## src/rtl/multicycle_controller.sv

```systemverilog
// Multi-cycle RV32I main controller: FETCH/DECODE/EXEC/MEM/WB sequencing with a
// registered control word, phase-local write pulses, retire counter, HALT and bus timeout.
module multicycle_controller #(
   parameter int OPCODE_W    = 7,
   parameter int MEM_TIMEOUT = 16,
   parameter int CNT_W       = 32
) (
   input  logic                clk,
   input  logic                rst_n,
   input  logic [OPCODE_W-1:0] Opcode,
   input  logic                instr_ready,
   input  logic                mem_ready,
   output logic                instr_req,
   output logic                IRWrite,
   output logic                MemRead,
   output logic                MemWrite,
   output logic                ALUSrc,
   output logic                MemtoReg,
   output logic [1:0]          ALUOp,
   output logic                Branch,
   output logic                JalrSel,
   output logic [1:0]          RWSel,
   output logic                Jump,
   output logic                RegWrite,
   output logic                PCWrite,
   output logic                retire,
   output logic                illegal,
   output logic                Halt,
   output logic                bus_err,
   output logic [2:0]          state,
   output logic [CNT_W-1:0]    retire_count
);

   typedef enum logic [2:0] {
      ST_FETCH  = 3'd0,
      ST_DECODE = 3'd1,
      ST_EXEC   = 3'd2,
      ST_MEM    = 3'd3,
      ST_WB     = 3'd4,
      ST_HALTED = 3'd5
   } state_e;

   typedef enum logic [3:0] {
      CL_R    = 4'd0,
      CL_LW   = 4'd1,
      CL_SW   = 4'd2,
      CL_BR   = 4'd3,
      CL_IMM  = 4'd4,
      CL_JAL  = 4'd5,
      CL_JALR = 4'd6,
      CL_LUI  = 4'd7,
      CL_HALT = 4'd8,
      CL_ILL  = 4'd9
   } class_e;

   typedef struct packed {
      logic       alu_src;
      logic       mem_to_reg;
      logic [1:0] alu_op;
      logic       branch;
      logic       jalr_sel;
      logic [1:0] rw_sel;
      logic       jump;
   } ctrl_t;

   localparam bit TO_EN  = (MEM_TIMEOUT > 0);
   localparam int WAIT_W = (MEM_TIMEOUT > 1) ? $clog2(MEM_TIMEOUT) : 1;
   localparam logic [WAIT_W-1:0] WAIT_LAST = WAIT_W'((MEM_TIMEOUT > 0) ? MEM_TIMEOUT - 1 : 0);

   function automatic class_e classify(input logic [6:0] opc);
      class_e cl;
      case (opc)
         7'b0110011: cl = CL_R;
         7'b0000011: cl = CL_LW;
         7'b0100011: cl = CL_SW;
         7'b1100011: cl = CL_BR;
         7'b0010011: cl = CL_IMM;
         7'b1101111: cl = CL_JAL;
         7'b1100111: cl = CL_JALR;
         7'b0110111: cl = CL_LUI;
         7'b1111111: cl = CL_HALT;
         default:    cl = CL_ILL;
      endcase
      return cl;
   endfunction

   // Same truth table as the single-cycle decoder; HALT and unknown opcodes decode to all zeros.
   function automatic ctrl_t decode_ctrl(input class_e cl);
      ctrl_t c;
      c = '0;
      case (cl)
         CL_R:    c.alu_op = 2'b10;
         CL_LW:   begin c.alu_src = 1'b1; c.mem_to_reg = 1'b1; end
         CL_SW:   c.alu_src = 1'b1;
         CL_BR:   begin c.alu_op = 2'b01; c.branch = 1'b1; end
         CL_IMM:  begin c.alu_src = 1'b1; c.alu_op = 2'b10; end
         CL_JAL:  begin c.rw_sel = 2'b01; c.jump = 1'b1; end
         CL_JALR: begin c.alu_src = 1'b1; c.jalr_sel = 1'b1; c.rw_sel = 2'b01; c.jump = 1'b1; end
         CL_LUI:  c.alu_src = 1'b1;
         default: c = '0;
      endcase
      return c;
   endfunction

   state_e              state_q, state_d;
   class_e              class_q, class_d;
   ctrl_t               ctrl_q, ctrl_d;
   logic [WAIT_W-1:0]   wait_q, wait_d;
   logic                bus_err_q, bus_err_d;
   logic [CNT_W-1:0]    count_q, count_d;

   class_e dec_class_s;
   logic   timeout_s;
   logic   instr_req_s;
   logic   ir_write_s;
   logic   mem_read_s;
   logic   mem_write_s;
   logic   reg_write_s;
   logic   pc_write_s;
   logic   illegal_s;

   assign dec_class_s = classify(Opcode[6:0]);
   assign timeout_s   = TO_EN && (wait_q == WAIT_LAST);

   // Next-state, control-word capture and phase pulses.
   always_comb begin
      state_d     = state_q;
      class_d     = class_q;
      ctrl_d      = ctrl_q;
      bus_err_d   = bus_err_q;
      instr_req_s = 1'b0;
      ir_write_s  = 1'b0;
      mem_read_s  = 1'b0;
      mem_write_s = 1'b0;
      reg_write_s = 1'b0;
      pc_write_s  = 1'b0;
      illegal_s   = 1'b0;
      case (state_q)
         ST_FETCH: begin
            instr_req_s = 1'b1;
            // A ready in the timeout cycle still completes the fetch.
            if (instr_ready) begin
               ir_write_s = 1'b1;
               state_d    = ST_DECODE;
            end else if (timeout_s) begin
               bus_err_d = 1'b1;
               state_d   = ST_HALTED;
            end else begin
               state_d = ST_FETCH;
            end
         end
         ST_DECODE: begin
            class_d = dec_class_s;
            ctrl_d  = decode_ctrl(dec_class_s);
            case (dec_class_s)
               CL_HALT: state_d = ST_HALTED;
               CL_ILL: begin
                  illegal_s  = 1'b1;
                  pc_write_s = 1'b1;
                  state_d    = ST_FETCH;
               end
               default: state_d = ST_EXEC;
            endcase
         end
         ST_EXEC: begin
            case (class_q)
               CL_LW, CL_SW: state_d = ST_MEM;
               CL_BR: begin
                  pc_write_s = 1'b1;
                  state_d    = ST_FETCH;
               end
               default: state_d = ST_WB;
            endcase
         end
         ST_MEM: begin
            mem_read_s  = (class_q == CL_LW);
            mem_write_s = (class_q == CL_SW);
            if (mem_ready) begin
               if (class_q == CL_LW) begin
                  state_d = ST_WB;
               end else begin
                  pc_write_s = 1'b1;
                  state_d    = ST_FETCH;
               end
            end else if (timeout_s) begin
               bus_err_d = 1'b1;
               state_d   = ST_HALTED;
            end else begin
               state_d = ST_MEM;
            end
         end
         ST_WB: begin
            reg_write_s = 1'b1;
            pc_write_s  = 1'b1;
            state_d     = ST_FETCH;
         end
         ST_HALTED: state_d = ST_HALTED;
         default:   state_d = ST_FETCH;
      endcase
   end

   // Wait counter restarts on every state change, so it only accumulates while stalled in FETCH or MEM.
   always_comb begin
      if (state_d != state_q) begin
         wait_d = '0;
      end else if (TO_EN && ((state_q == ST_FETCH) || (state_q == ST_MEM))) begin
         wait_d = wait_q + WAIT_W'(1);
      end else begin
         wait_d = wait_q;
      end
   end

   // Retired-instruction counter, wrapping naturally at 2^CNT_W.
   always_comb begin
      if (pc_write_s) begin
         count_d = count_q + CNT_W'(1);
      end else begin
         count_d = count_q;
      end
   end

   // State and control registers with synchronous active-low reset.
   always_ff @(posedge clk) begin
      if (!rst_n) begin
         state_q   <= ST_FETCH;
         class_q   <= CL_ILL;
         ctrl_q    <= '0;
         wait_q    <= '0;
         bus_err_q <= 1'b0;
         count_q   <= '0;
      end else begin
         state_q   <= state_d;
         class_q   <= class_d;
         ctrl_q    <= ctrl_d;
         wait_q    <= wait_d;
         bus_err_q <= bus_err_d;
         count_q   <= count_d;
      end
   end

   // Requests and pulses are forced low while reset is asserted.
   assign instr_req    = instr_req_s & rst_n;
   assign IRWrite      = ir_write_s & rst_n;
   assign MemRead      = mem_read_s & rst_n;
   assign MemWrite     = mem_write_s & rst_n;
   assign RegWrite     = reg_write_s & rst_n;
   assign PCWrite      = pc_write_s & rst_n;
   assign retire       = pc_write_s & rst_n;
   assign illegal      = illegal_s & rst_n;

   assign ALUSrc       = ctrl_q.alu_src;
   assign MemtoReg     = ctrl_q.mem_to_reg;
   assign ALUOp        = ctrl_q.alu_op;
   assign Branch       = ctrl_q.branch;
   assign JalrSel      = ctrl_q.jalr_sel;
   assign RWSel        = ctrl_q.rw_sel;
   assign Jump         = ctrl_q.jump;
   assign Halt         = (state_q == ST_HALTED);
   assign bus_err      = bus_err_q;
   assign state        = state_q;
   assign retire_count = count_q;

endmodule

```

## config.mk

```make
export PLATFORM = sky130hd
export DESIGN_NAME = multicycle_controller
export DESIGN_NICKNAME = d
export VERILOG_FILES = /design/src/rtl/multicycle_controller.sv
export SDC_FILE = /design/constraint.sdc
export NUM_CORES = 1
export LEC_CHECK = 0
export BUFFER_PORTS_ARGS = -buffer_cell sky130_fd_sc_hd__buf_4
export CORE_MARGIN = 10
export CORE_UTILIZATION = 55
export CTS_CLUSTER_SIZE = 16
export DETAILED_ROUTE_END_ITERATION = 12
export GPL_TIMING_DRIVEN = 0
export MAX_ROUTING_LAYER = met4
export PLACE_DENSITY = 0.9
export SLEW_MARGIN = 30
export SYNTH_ARGS = -nofsm -noshare
export SYNTH_HDL_FRONTEND = slang
export SYNTH_SLANG_ARGS = --single-unit
```

## constraint.sdc

```tcl
create_clock -name clk -period 2.3 [get_ports clk]
set_input_delay 0 -clock clk [delete_from_list [all_inputs] [get_ports clk]]
set_output_delay 0 -clock clk [all_outputs]
set_load 0.02 [all_outputs]
```

=== Yosys cells after proc, flatten, opt, wreduce, memory -nomap -nowiden ===
Index checks and enable logic that the tools add are counted.

* Flip-flop bits (word level): 53
* Output and inout port bits: 54
* Word-level logic and storage cells: 93

* Reduce and logical (&&, ||, !) cells: 10
* Multiplexer cells: 31
* $add $sub $neg: 2
* Bitwise logic cells: 8
* Equal/unequal tests: 30

{| class="wikitable"
|+ Operator list
! cell !! count
|-
| $pmux W4 S9 || 1
|-
| $add A32 B1 Y32 const B || 1
|-
| $eq A7 B7 Y1 const B || 4
|-
| $eq A7 B6 Y1 const B || 3
|-
| $mux W1 || 18
|-
| $eq A4 B2 Y1 const B || 4
|-
| $eq A4 B3 Y1 const B || 4
|-
| $mux W3 || 5
|-
| $pmux W3 S5 || 1
|-
| $eq A4 B4 Y1 const B || 3
|-
| $pmux W3 S2 || 2
|-
| $eq A4 B1 Y1 const B || 2
|-
| $reduce_or A2 Y1 || 4
|-
| $and A1 B1 Y1 || 7
|-
| $eq A7 B2 Y1 const B || 1
|-
| $eq A7 B5 Y1 const B || 1
|-
| $eq A3 B2 Y1 const B || 2
|-
| $eq A3 B3 Y1 const B || 2
|-
| $reduce_or A5 Y1 || 1
|-
| $add A4 B1 Y4 const B || 1
|-
| $logic_not A4 Y1 || 1
|-
| $ne A2 B2 Y1 const B || 2
|-
| $pmux W1 S4 || 1
|-
| $pmux W2 S2 || 1
|-
| 9 further kinds || 9
|}

=== Longest topological paths before layout ===
Gate-level depths: netlist (run 1).

* Word-level depth: 7
* Mapped depth: 7
* Depth with buffers taken out: 6

=== Least setup slack after synthesis (run 1) ===
OpenSTA, ideal clock, no wires.

* Path type: flip-flop to flip-flop
* Start point: reg count_q[5], in the netlist retire_count[5]
* End point: reg count_q[23], in the netlist retire_count[23]
* Arrival: 1.976 ns
* Slack: 0.252 ns
* Stages on the path, launching flop included: 6
* Buffers on the path: 0
* Clock period less this slack: 2.048 ns
* Cells stage by stage: dfxtp_1 > nand4_1 > nor4_2 > nand3_2 > a2111oi_2 > mux2i_1

* Longest elaborated chain between the ends: 1

{| class="wikitable"
|+ RTL lines
! element !! line !! text
|-
| from (decl) || 110 || <nowiki>logic [CNT_W-1:0] count_q, count_d;</nowiki>
|-
| from (signal assigned) || 237 || <nowiki>count_q <= count_d;</nowiki>
|-
| $add A32 B1 Y32 || 216 || <nowiki>count_d = count_q + CNT_W'(1);</nowiki>
|}

No other way between the ends.
A chain may end at the register's enable or synchronous reset.

=== Worst setup path in the final report (run 1) ===
* Start point: reg class_q[0]
* End point: out retire

* Longest elaborated chain between the ends: 5
* Elaborated cells on any way between the ends: 7
* Classes of those cells: eq/ne: 2; mux: 4; bitwise: 1

{| class="wikitable"
|+ RTL lines
! element !! line !! text
|-
| from (decl) || 106 || <nowiki>class_e class_q, class_d;</nowiki>
|-
| from (signal assigned) || 233 || <nowiki>class_q <= class_d;</nowiki>
|-
| $eq A4 B1 Y1 || 179 || <nowiki>if (class_q == CL_LW) begin</nowiki>
|-
| $mux W1 || 179 ||
|-
| $mux W1 || 178 || <nowiki>if (mem_ready) begin</nowiki>
|-
| $pmux W1 S4 (*) || 138 || <nowiki>case (state_q)</nowiki>
|-
| $and A1 B1 Y1 (*) || 248 || <nowiki>assign retire = pc_write_s & rst_n;</nowiki>
|-
| to (decl) || 26 || <nowiki>output logic retire,</nowiki>
|}

Every way passes the cells marked *; elsewhere a longest branch is shown, timed or not.

==> results of run 1 <==
worst min-delay path: cells and delay by family:
family / cells / cell delay, ps
AND/OR/NAND/NOR: 3 / 230
buffers and inverters: 1 / 80
AO/OA/AOI/OAI: 1 / 60
through the flow:
stage	area [µm²]	utilization (%)	worst slack, ps	hold WS (ps)
6_report	3834	69.20	78.28	97.24
5_1_grt	3834	69.20	12.51	109.4
4_1_cts	3814	68.83	21.40	91.39
3_5_place_dp	3707	66.92	0.1856	359.6
3_3_place_gp	3707	66.92	73.74	331.6
2_1_floorplan	3159	-	252.0	182.7
flip-flops by register name, indices dropped and copies added, names as in the netlist:
register	flops
ALUOp	2
bus_err	1
class_q	4
ALUSrc	1
retire_count	32
JalrSel	1
state	3
Jump	1
wait_q	4
MemtoReg	1
Branch	1
what timing repair did:
action,4_1_cts,5_1_grt
buffers inserted,0,0
endpoints found under the setup margin,4,17
resized for setup,5,8
pin swaps,0,1
cell type report:
type / instances / area, µm²
plain buffers: 29 / 138.9
clock buffers: 6 / 72.57
clock inverters: 2 / 12.51
fillers: 451 / 1707
inverters: 10 / 37.54
multi-input cells: 302 / 1999
flip-flops and latches: 51 / 1025
well taps: 72 / 90.09
repair buffers: 61 / 457.9
path summary, 6_finish.rpt:
path / from / endpoint / cells past startpoint
hold / removal: Opcode[6] / MemtoReg / 5
hold reg to reg: Branch / Branch / 2
setup / recovery: class_q[0] / retire / 7
setup reg to reg: class_q[0] / retire_count[22] / 6
metal layers:
metal  part of all wire, %  vias to the layer above
met5                     0                        -
met4                   1.7                        0
met3                   9.3                       17
met2                    49                      145
met1                    40                     1500
li1                      -                     1553
Yosys cell counts (all sizes together) (3+ instances only):
cell     instances
xnor2            5
clkbuf          20
dfxtp           51
nor2            11
buf              9
or3              5
mux2i           30
nand2           63
a211oi          19
nand4            7
nand3           20
a2111oi         11
and2             4
a21oi           20
xor2             3
nand2b          33
o21ai           11
and3             5
o211ai           4
nor4            10
nor3             8
inv             10
and4             3
kinds of logic (layout without fill, tap and decap cells):
family	count (synthesis)	in the layout
flip-flops	51	51
XOR/XNOR	8	8
adder cells (fa/ha/maj)	2	2
AO/OA/AOI/OAI	80	80
other	1	1
AND/OR/NAND/NOR	181	181
multiplexers	30	30
buffers and inverters	39	108
power groups by stage:
stage               Clock [mW]  Sequential, mW  Combinational (mW)
floorplan                    0           0.924               0.132
global placement             0           0.921               0.192
detailed placement           0           0.921               0.198
CTS                      0.522           0.901               0.200
global route             0.554           0.904               0.224
finish                   0.517           0.902               0.204
cell usage in the layout, fill, tap and decap left out, types with 3 or more instances in the layout:
cell type	count
and3_1	5
nor2_1	11
nand3_1	19
clkbuf_1	20
clkbuf_8	5
nor3_1	8
and2_1	4
nand2b_1	33
or3_1	5
inv_1	9
xnor2_1	5
mux2i_1	30
o21ai_1	6
o21ai_0	5
nor4_1	9
dfxtp_1	48
buf_2	3
buf_4	64
a21oi_1	18
a2111oi_2	9
a211oi_1	18
and4_1	3
dfxtp_2	3
nand2_1	63
o211ai_1	4
nand4_1	7
xor2_1	3
==> metrics.txt, run 1 <==
Max IR drop VDD 0.3061 mV; Post-synth ARST share 0%; Worst-Margin Slew 671.9 ps; worst setup path class flop to output pin; arrival time at the worst endpoint 2220 ps; Die H 95.79 µm; drt wl/cell 16.49 µm; sw frac 27.37%; Tot GR Track Use 19.81%; PnR Total Power 1.623 mW; top cell type's share of synthesized area 32.32%; vias in the first global route 3015; fin. max-slew vios 0; # clock sinks 51; Final Hold Vio Count 0; initial antenna violation count 0; Gate Count Post-Synth 392; delay-heaviest family, CP compound AO/OA/AOI/OAI gates; htree depth 2; share of cells above drive strength 1 21.26%; largest family of logic cells by synthesized area simple AND/OR/NAND/NOR gates; Post-Synth Adder-Cell Area 0.7921%; Antenna Nets Post-Route 0; P_leak 1.358 nW; largest net degree at the start of global routing 16; TNS Setup 0 ps; register area share after synthesis 32.32%; average cell area after synthesis 8.059 µm²; sequential power share 55.6%; synth-to-layout area growth 21.35%; CP Launch Type flop; post-synthesis xor/xnor area fraction 2.218%; Cell Count, Final, Fillers Out 533; Core Region 5540 µm²; post-synthesis cell area 3159 µm²; nets@finish 473; initial core utilization 57.02%; Synth Area in Compound Gates 19.60%; Vias 3215; synth top area cells dfxtp_1, mux2i_1, nand2_1; die width 95.79 µm; IO buf count 61; first-pass GRT wire length 14570 µm; crit share post-route 96.60%; DRT Pass-1 Iters 5; Skew-Pair Late Insertion Delay 310 ps; Maximum Capacitance Violations 0; GR Util met2 30.87%; unrepaired setup endpoints after global routing false; clock buffer depth 2; DP Wirelength 6584 µm; ys flop type dfxtp_1; GR Layer Usage met3 3.813%; clock share of power 31.9%; status finished clean; Comb pwr share 12.6%; hold_buf cts 0; Internal Power 1.179 mW; YS warnings 0; count of different cell masters after synthesis 55; mux contribution to synthesized area 9.505%; GRT overflow 0; Most common cell on crit path buf_4; antenna fix cells 0; Bufs and invs on worst path 3; Mapped Nets 405; slack of the worst reg-to-reg path 130 ps; placed cell count 525; Num CTS Buffers 5; Vias/cell 6.032; minimum clock period 2222 ps; GRT met1 Usage 25.24%; Setup violations, final 0; Synth area leader dfxtp_1; # DRC 0; Iter 0 DRT Violations 316; Net Sw Power 444.2 µW; Critical Path Max Stage Delay 430 ps; Hold Path Class input port to flop; Die ar. 9176 µm²; Max-Slew Margin vs Limit 55.21%; slowest CP cell or3b_4; CP max FO 10; most used routing layer met2; PD cells 423.3 nW/µm²; Row Count 27; Highest Clock Rate 450.1 MHz; GP Congestion 0.9191; CTS root buffer clkbuf_8; final wirelength 8789 µm; register bit total from synthesis 51; Clock transition at path regs 90 ps; # IOs 65; Simple-Gate Fraction of Synth Area 30.06%; Post-synth EDFFs 0; cells along the critical path or3b_4 -> o31ai_4 -> a211oi_4 -> clkbuf_4 -> a21oi_2 -> buf_4 -> buf_4; CTS tree done; WP data required 2300 ps; Critical Path End Type output pin; Worst Clk Skew 7.908 ps
No activity file was read; power rests on OpenSTA's default activity.
==> run 2: changes to the inputs <==
Settings changed: CORE_UTILIZATION 55 to 50, CTS_CLUSTER_DIAMETER set to 40, PLACE_DENSITY 0.9 to 0.87.
Clock period 2.3 ns to 1.8 ns, I/O delays scaled along.
==> metrics.txt, run 2 (synthesized netlist as in run 1, its figures left out) <==
Tot GR Track Use 19.97%; largest net degree at the start of global routing 15; hold_buf cts 0; CP Launch Type flop; max reg flops 32; Die H 99.49 µm; unrepaired setup endpoints after global routing true; CP Capture Point retire; antenna fix cells 0; arrival time at the worst endpoint 2080 ps; clock buffer depth 2; fill count 387; delay-heaviest family, CP buffers and inverters; Critical Path End Type output pin; CTS root buffer clkbuf_8; Highest Clock Rate 481.7 MHz; Reg2Reg Depth 7; drt wl/cell 19.59 µm; Vias 3488; Setup violations, final 35; DRT Pass-1 Iters 5; PnR Total Power 2.248 mW; PD cells 484.8 nW/µm²; cells along the critical path buf_4 -> nand2b_2 -> o31ai_4 -> a211oi_4 -> clkbuf_8 -> a21oi_4 -> buf_6 -> buf_6; RR Endpoint retire_count[12]; most common cell after layout, fill and taps aside buf_4; Most common cell on crit path buf_6; CP max FO 5; Skew-Pair Late Insertion Delay 310 ps; fin. max-slew vios 0; Critical Path Max Stage Delay 430 ps; Max-Slew Margin vs Limit 40.99%; share of cells above drive strength 1 40.00%; Core Region 6026 µm²; WP data required 1800 ps; Num CTS Buffers 5; GP Congestion 0.8969; Vias/cell 6.173; Stages on worst setup path 8; vias in the first global route 3280; Worst-Margin Slew 872.9 ps; crit share post-route 115.3%; GRT overflow 0; htree depth 2; Iter 0 DRT Violations 400; # clock sinks 51; Maximum Capacitance Violations 0; area occupied by multi-input gates 2435 µm²; # DRC 0; IO buf count 61; P_leak 1.601 nW; slowest CP cell a211oi_4; placed standard-cell area 3936 µm²; DP Wirelength 6701 µm; Design Area, Final 4637 µm²; Max IR drop VDD 0.4039 mV; Worst Clk Skew 8.182 ps; CTS tree done; Cell Count, Final, Fillers Out 565; Hold Path Class input port to flop; final worst setup slack -276.1 ps; Bufs and invs on worst path 4; final wirelength 11070 µm; failing checks setup timing; Antenna Nets Post-Route 0; slack of the worst reg-to-reg path -230 ps; Reg area 1061 µm²; worst setup path start state[1]; first-pass GRT wire length 16330 µm; placed cell count 528; # IOs 65; initial core utilization 52.43%; initial antenna violation count 0; reg2reg start class_q[3]; worst setup path class flop to output pin; status complete, but fails checks; Final Hold Vio Count 0; Row Count 28; synth-to-layout area growth 46.77%; TNS Setup -5070 ps; nets@finish 502; Die ar. 9898 µm²; Clock transition at path regs 90 ps; die width 99.49 µm; commonest cells after routing, fill and taps aside buf_4, nand2_1, dfxtp_1; minimum clock period 2076 ps
-- run 2: layer usage --
metal | GRT usage [%] | wire length (µm) | share of wire, %
met4 | 6.836 | 173 | 1.6
met1 | 23.90 | 4487 | 41
met3 | 3.806 | 794 | 7.2
met5 | - | 0 | 0
met2 | 32.77 | 5613 | 51
-- run 2: tightest hold or removal path: cells and delay by family --
| family | cells | cell delay (ps) |
|---|---|---|
| AOI/OAI and AO/OA | 1 | 60 |
| buffers and inverters | 1 | 80 |
| and+or+nand+nor | 3 | 220 |
-- run 2: worst min-delay path by stage --
stage,from,to,slack (ps),cells past startpoint
floorplan,instr_ready,IRWrite,180,1
global placement,instr_ready,IRWrite,330,3
detailed placement,instr_ready,IRWrite,330,3
CTS,Opcode[6],MemtoReg,80,5
global route,Opcode[6],MemtoReg,140,5
finish,Opcode[6],MemtoReg,100,5
-- run 2: area by class of cell --
type                    instances  area share [%]
inverters                      10          0.8635
multi-input cells             302           52.51
plain buffers                  29           4.425
repair buffers                 90           15.14
clock buffers                   8           2.159
flip-flops and latches         51           22.88
well taps                      75           2.024
-- run 2: timing repair --
item                       in CTS  in global routing
setup endpoints to repair      41                 44
cloned                          0                  1
gates resized for setup        39                 61
pin swaps                      14                 23
setup buffers                  10                 18
-- run 2: per-stage QoR --
stage               utilization, %  worst slack (ps)  hold slack [ps]
floorplan                        -            -46.56            182.7
global placement             65.32            -243.2            330.0
detailed placement           65.32            -253.4            328.3
CTS                          70.93            -259.2            84.69
global route                 76.95            -318.5            137.0
finish                       76.95            -276.1            96.59
-- run 2: power by group --
part           switching, mW  total, mW  internal (mW)
clock                  0.400      0.752          0.352
combinational          0.219      0.355          0.137
sequential            0.0129       1.14           1.13
==> run 3: changes to the inputs <==
Settings changed: CELL_PAD_IN_SITES_DETAIL_PLACEMENT set to 0, CELL_PAD_IN_SITES_GLOBAL_PLACEMENT set to 1, CORE_UTILIZATION 50 to 36, PLACE_DENSITY 0.87 to 0.85.
==> metrics.txt, run 3 (synthesized netlist as in run 1, its figures left out) <==
GRT overflow 0; PD cells 467.4 nW/µm²; slack of the worst reg-to-reg path -180 ps; Core Util, Final 54.11%; Max IR drop VDD 0.3983 mV; Reg area 1064 µm²; Worst Clk Skew 9.291 ps; CTS tree done; WP data required 1800 ps; commonest cells after routing, fill and taps aside buf_4, nand2_1, dfxtp_1; GP Congestion 0.8721; Num CTS Buffers 5; Antenna Nets Post-Route 0; # clock sinks 51; Tot GR Track Use 15.46%; final worst setup slack -215.6 ps; final wirelength 10350 µm; largest net degree at the start of global routing 15; # DRC 0; IO buf count 61; Die H 113.7 µm; clock buffer depth 2; failing checks setup timing; Vias 3365; Max-Slew Margin vs Limit 59.21%; Fin Hold WS 153.7 ps; Iter 0 DRT Violations 184; max reg flops 32; Hold Path Class input port to flop; DP Wirelength 7125 µm; Worst Hold Path Cells 5; HP Start Opcode[6]; Row Count 34; # IOs 65; RR Endpoint retire_count[9]; arrival time at the worst endpoint 2020 ps; area occupied by multi-input gates 2400 µm²; P_leak 1.607 nW; vias in the first global route 3223; Highest Clock Rate 496.1 MHz; DRT Pass-1 Iters 4; Hold Crit Endpoint MemtoReg; Die ar. 12920 µm²; antenna fix cells 0; Final Hold Vio Count 0; Core Region 8636 µm²; share of cells above drive strength 1 39.07%; placed standard-cell area 3978 µm²; initial antenna violation count 0; synth-to-layout area growth 47.92%; Maximum Capacitance Violations 0; TNS Setup -4424 ps; Vias/cell 5.590; crit share post-route 112.0%; Critical Path End Type output pin; most common cell after layout, fill and taps aside buf_4; die width 113.7 µm; Clock transition at path regs 90 ps; Setup violations, final 35; fin. max-slew vios 0; drt wl/cell 17.19 µm; initial core utilization 36.58%; unrepaired setup endpoints after global routing true; Design Area, Final 4673 µm²; CP max FO 5; CP Launch Type flop; Reg2Reg Depth 7; minimum clock period 2016 ps; CTS root buffer clkbuf_8; reg2reg start class_q[2]; htree depth 2; Worst-Margin Slew 611.8 ps; status complete, but fails checks; fill count 813; Skew-Pair Late Insertion Delay 310 ps; worst setup path class flop to output pin; nets@finish 507; first-pass GRT wire length 16260 µm
[run 3: worst max path at each step]
stage                               start          endpoint  slack, ps  cells past startpoint
after floorplan           retire_count[9]  retire_count[23]        -50                      5
after global placement         class_q[0]  retire_count[12]       -270                      6
after detailed placement       class_q[0]  retire_count[12]       -290                      6
after CTS                      class_q[2]            retire       -270                      7
after global routing           class_q[3]            retire       -300                      7
final                          class_q[2]            retire       -220                      7
[run 3: metal layers]
metal  GRT usage, %  vias to the layer above  wire, µm
met5              -                        -         0
met4          4.061                        0       139
met3          1.942                       10       273
met2          25.66                       71      5265
met1          19.35                     1666      4667
li1               -                     1618         -
[run 3: worst max-delay path: stages, from the launching register on]
cell and delay, ps:
dfxtp_4 360, or3b_4 390, o31ai_4 250, a211oi_4 150, clkbuf_8 190, a21oi_4 160, buf_6 110, buf_6 100
[run 3: repair_timing]
action / 4_1_cts / 5_1_grt
resized for setup: 37 / 41
setup endpoints to repair: 39 / 40
setup buffers: 14 / 19
pin swaps: 17 / 18
cloned: 0 / 1
hold buffers: 0 / 0
[run 3: stage by stage]
stage	cells	total power [mW]	worst slack, ps
after floorplan	392	1.355	-46.56
after global placement	561	1.437	-266.0
after detailed placement	561	1.443	-291.2
after CTS	582	2.149	-272.5
after global routing	602	2.274	-296.0
final	602	2.185	-215.6
[run 3: final cells by class]
cell class / count / share of cell area (%)
clock buffer: 6 / 1.767
multi-input combinational: 302 / 51.35
tap: 108 / 2.892
sequential: 51 / 22.76
clock inverter: 1 / 0.1071
buffer: 29 / 3.936
inverter: 10 / 0.8568
timing repair buffer: 95 / 16.33
[run 3: where the power goes]
group | switching, mW | leakage (nW) | internal (mW)
clock network | 0.394 | 0.0470 | 0.303
logic | 0.209 | 1.14 | 0.140
registers | 0.0117 | 0.420 | 1.13
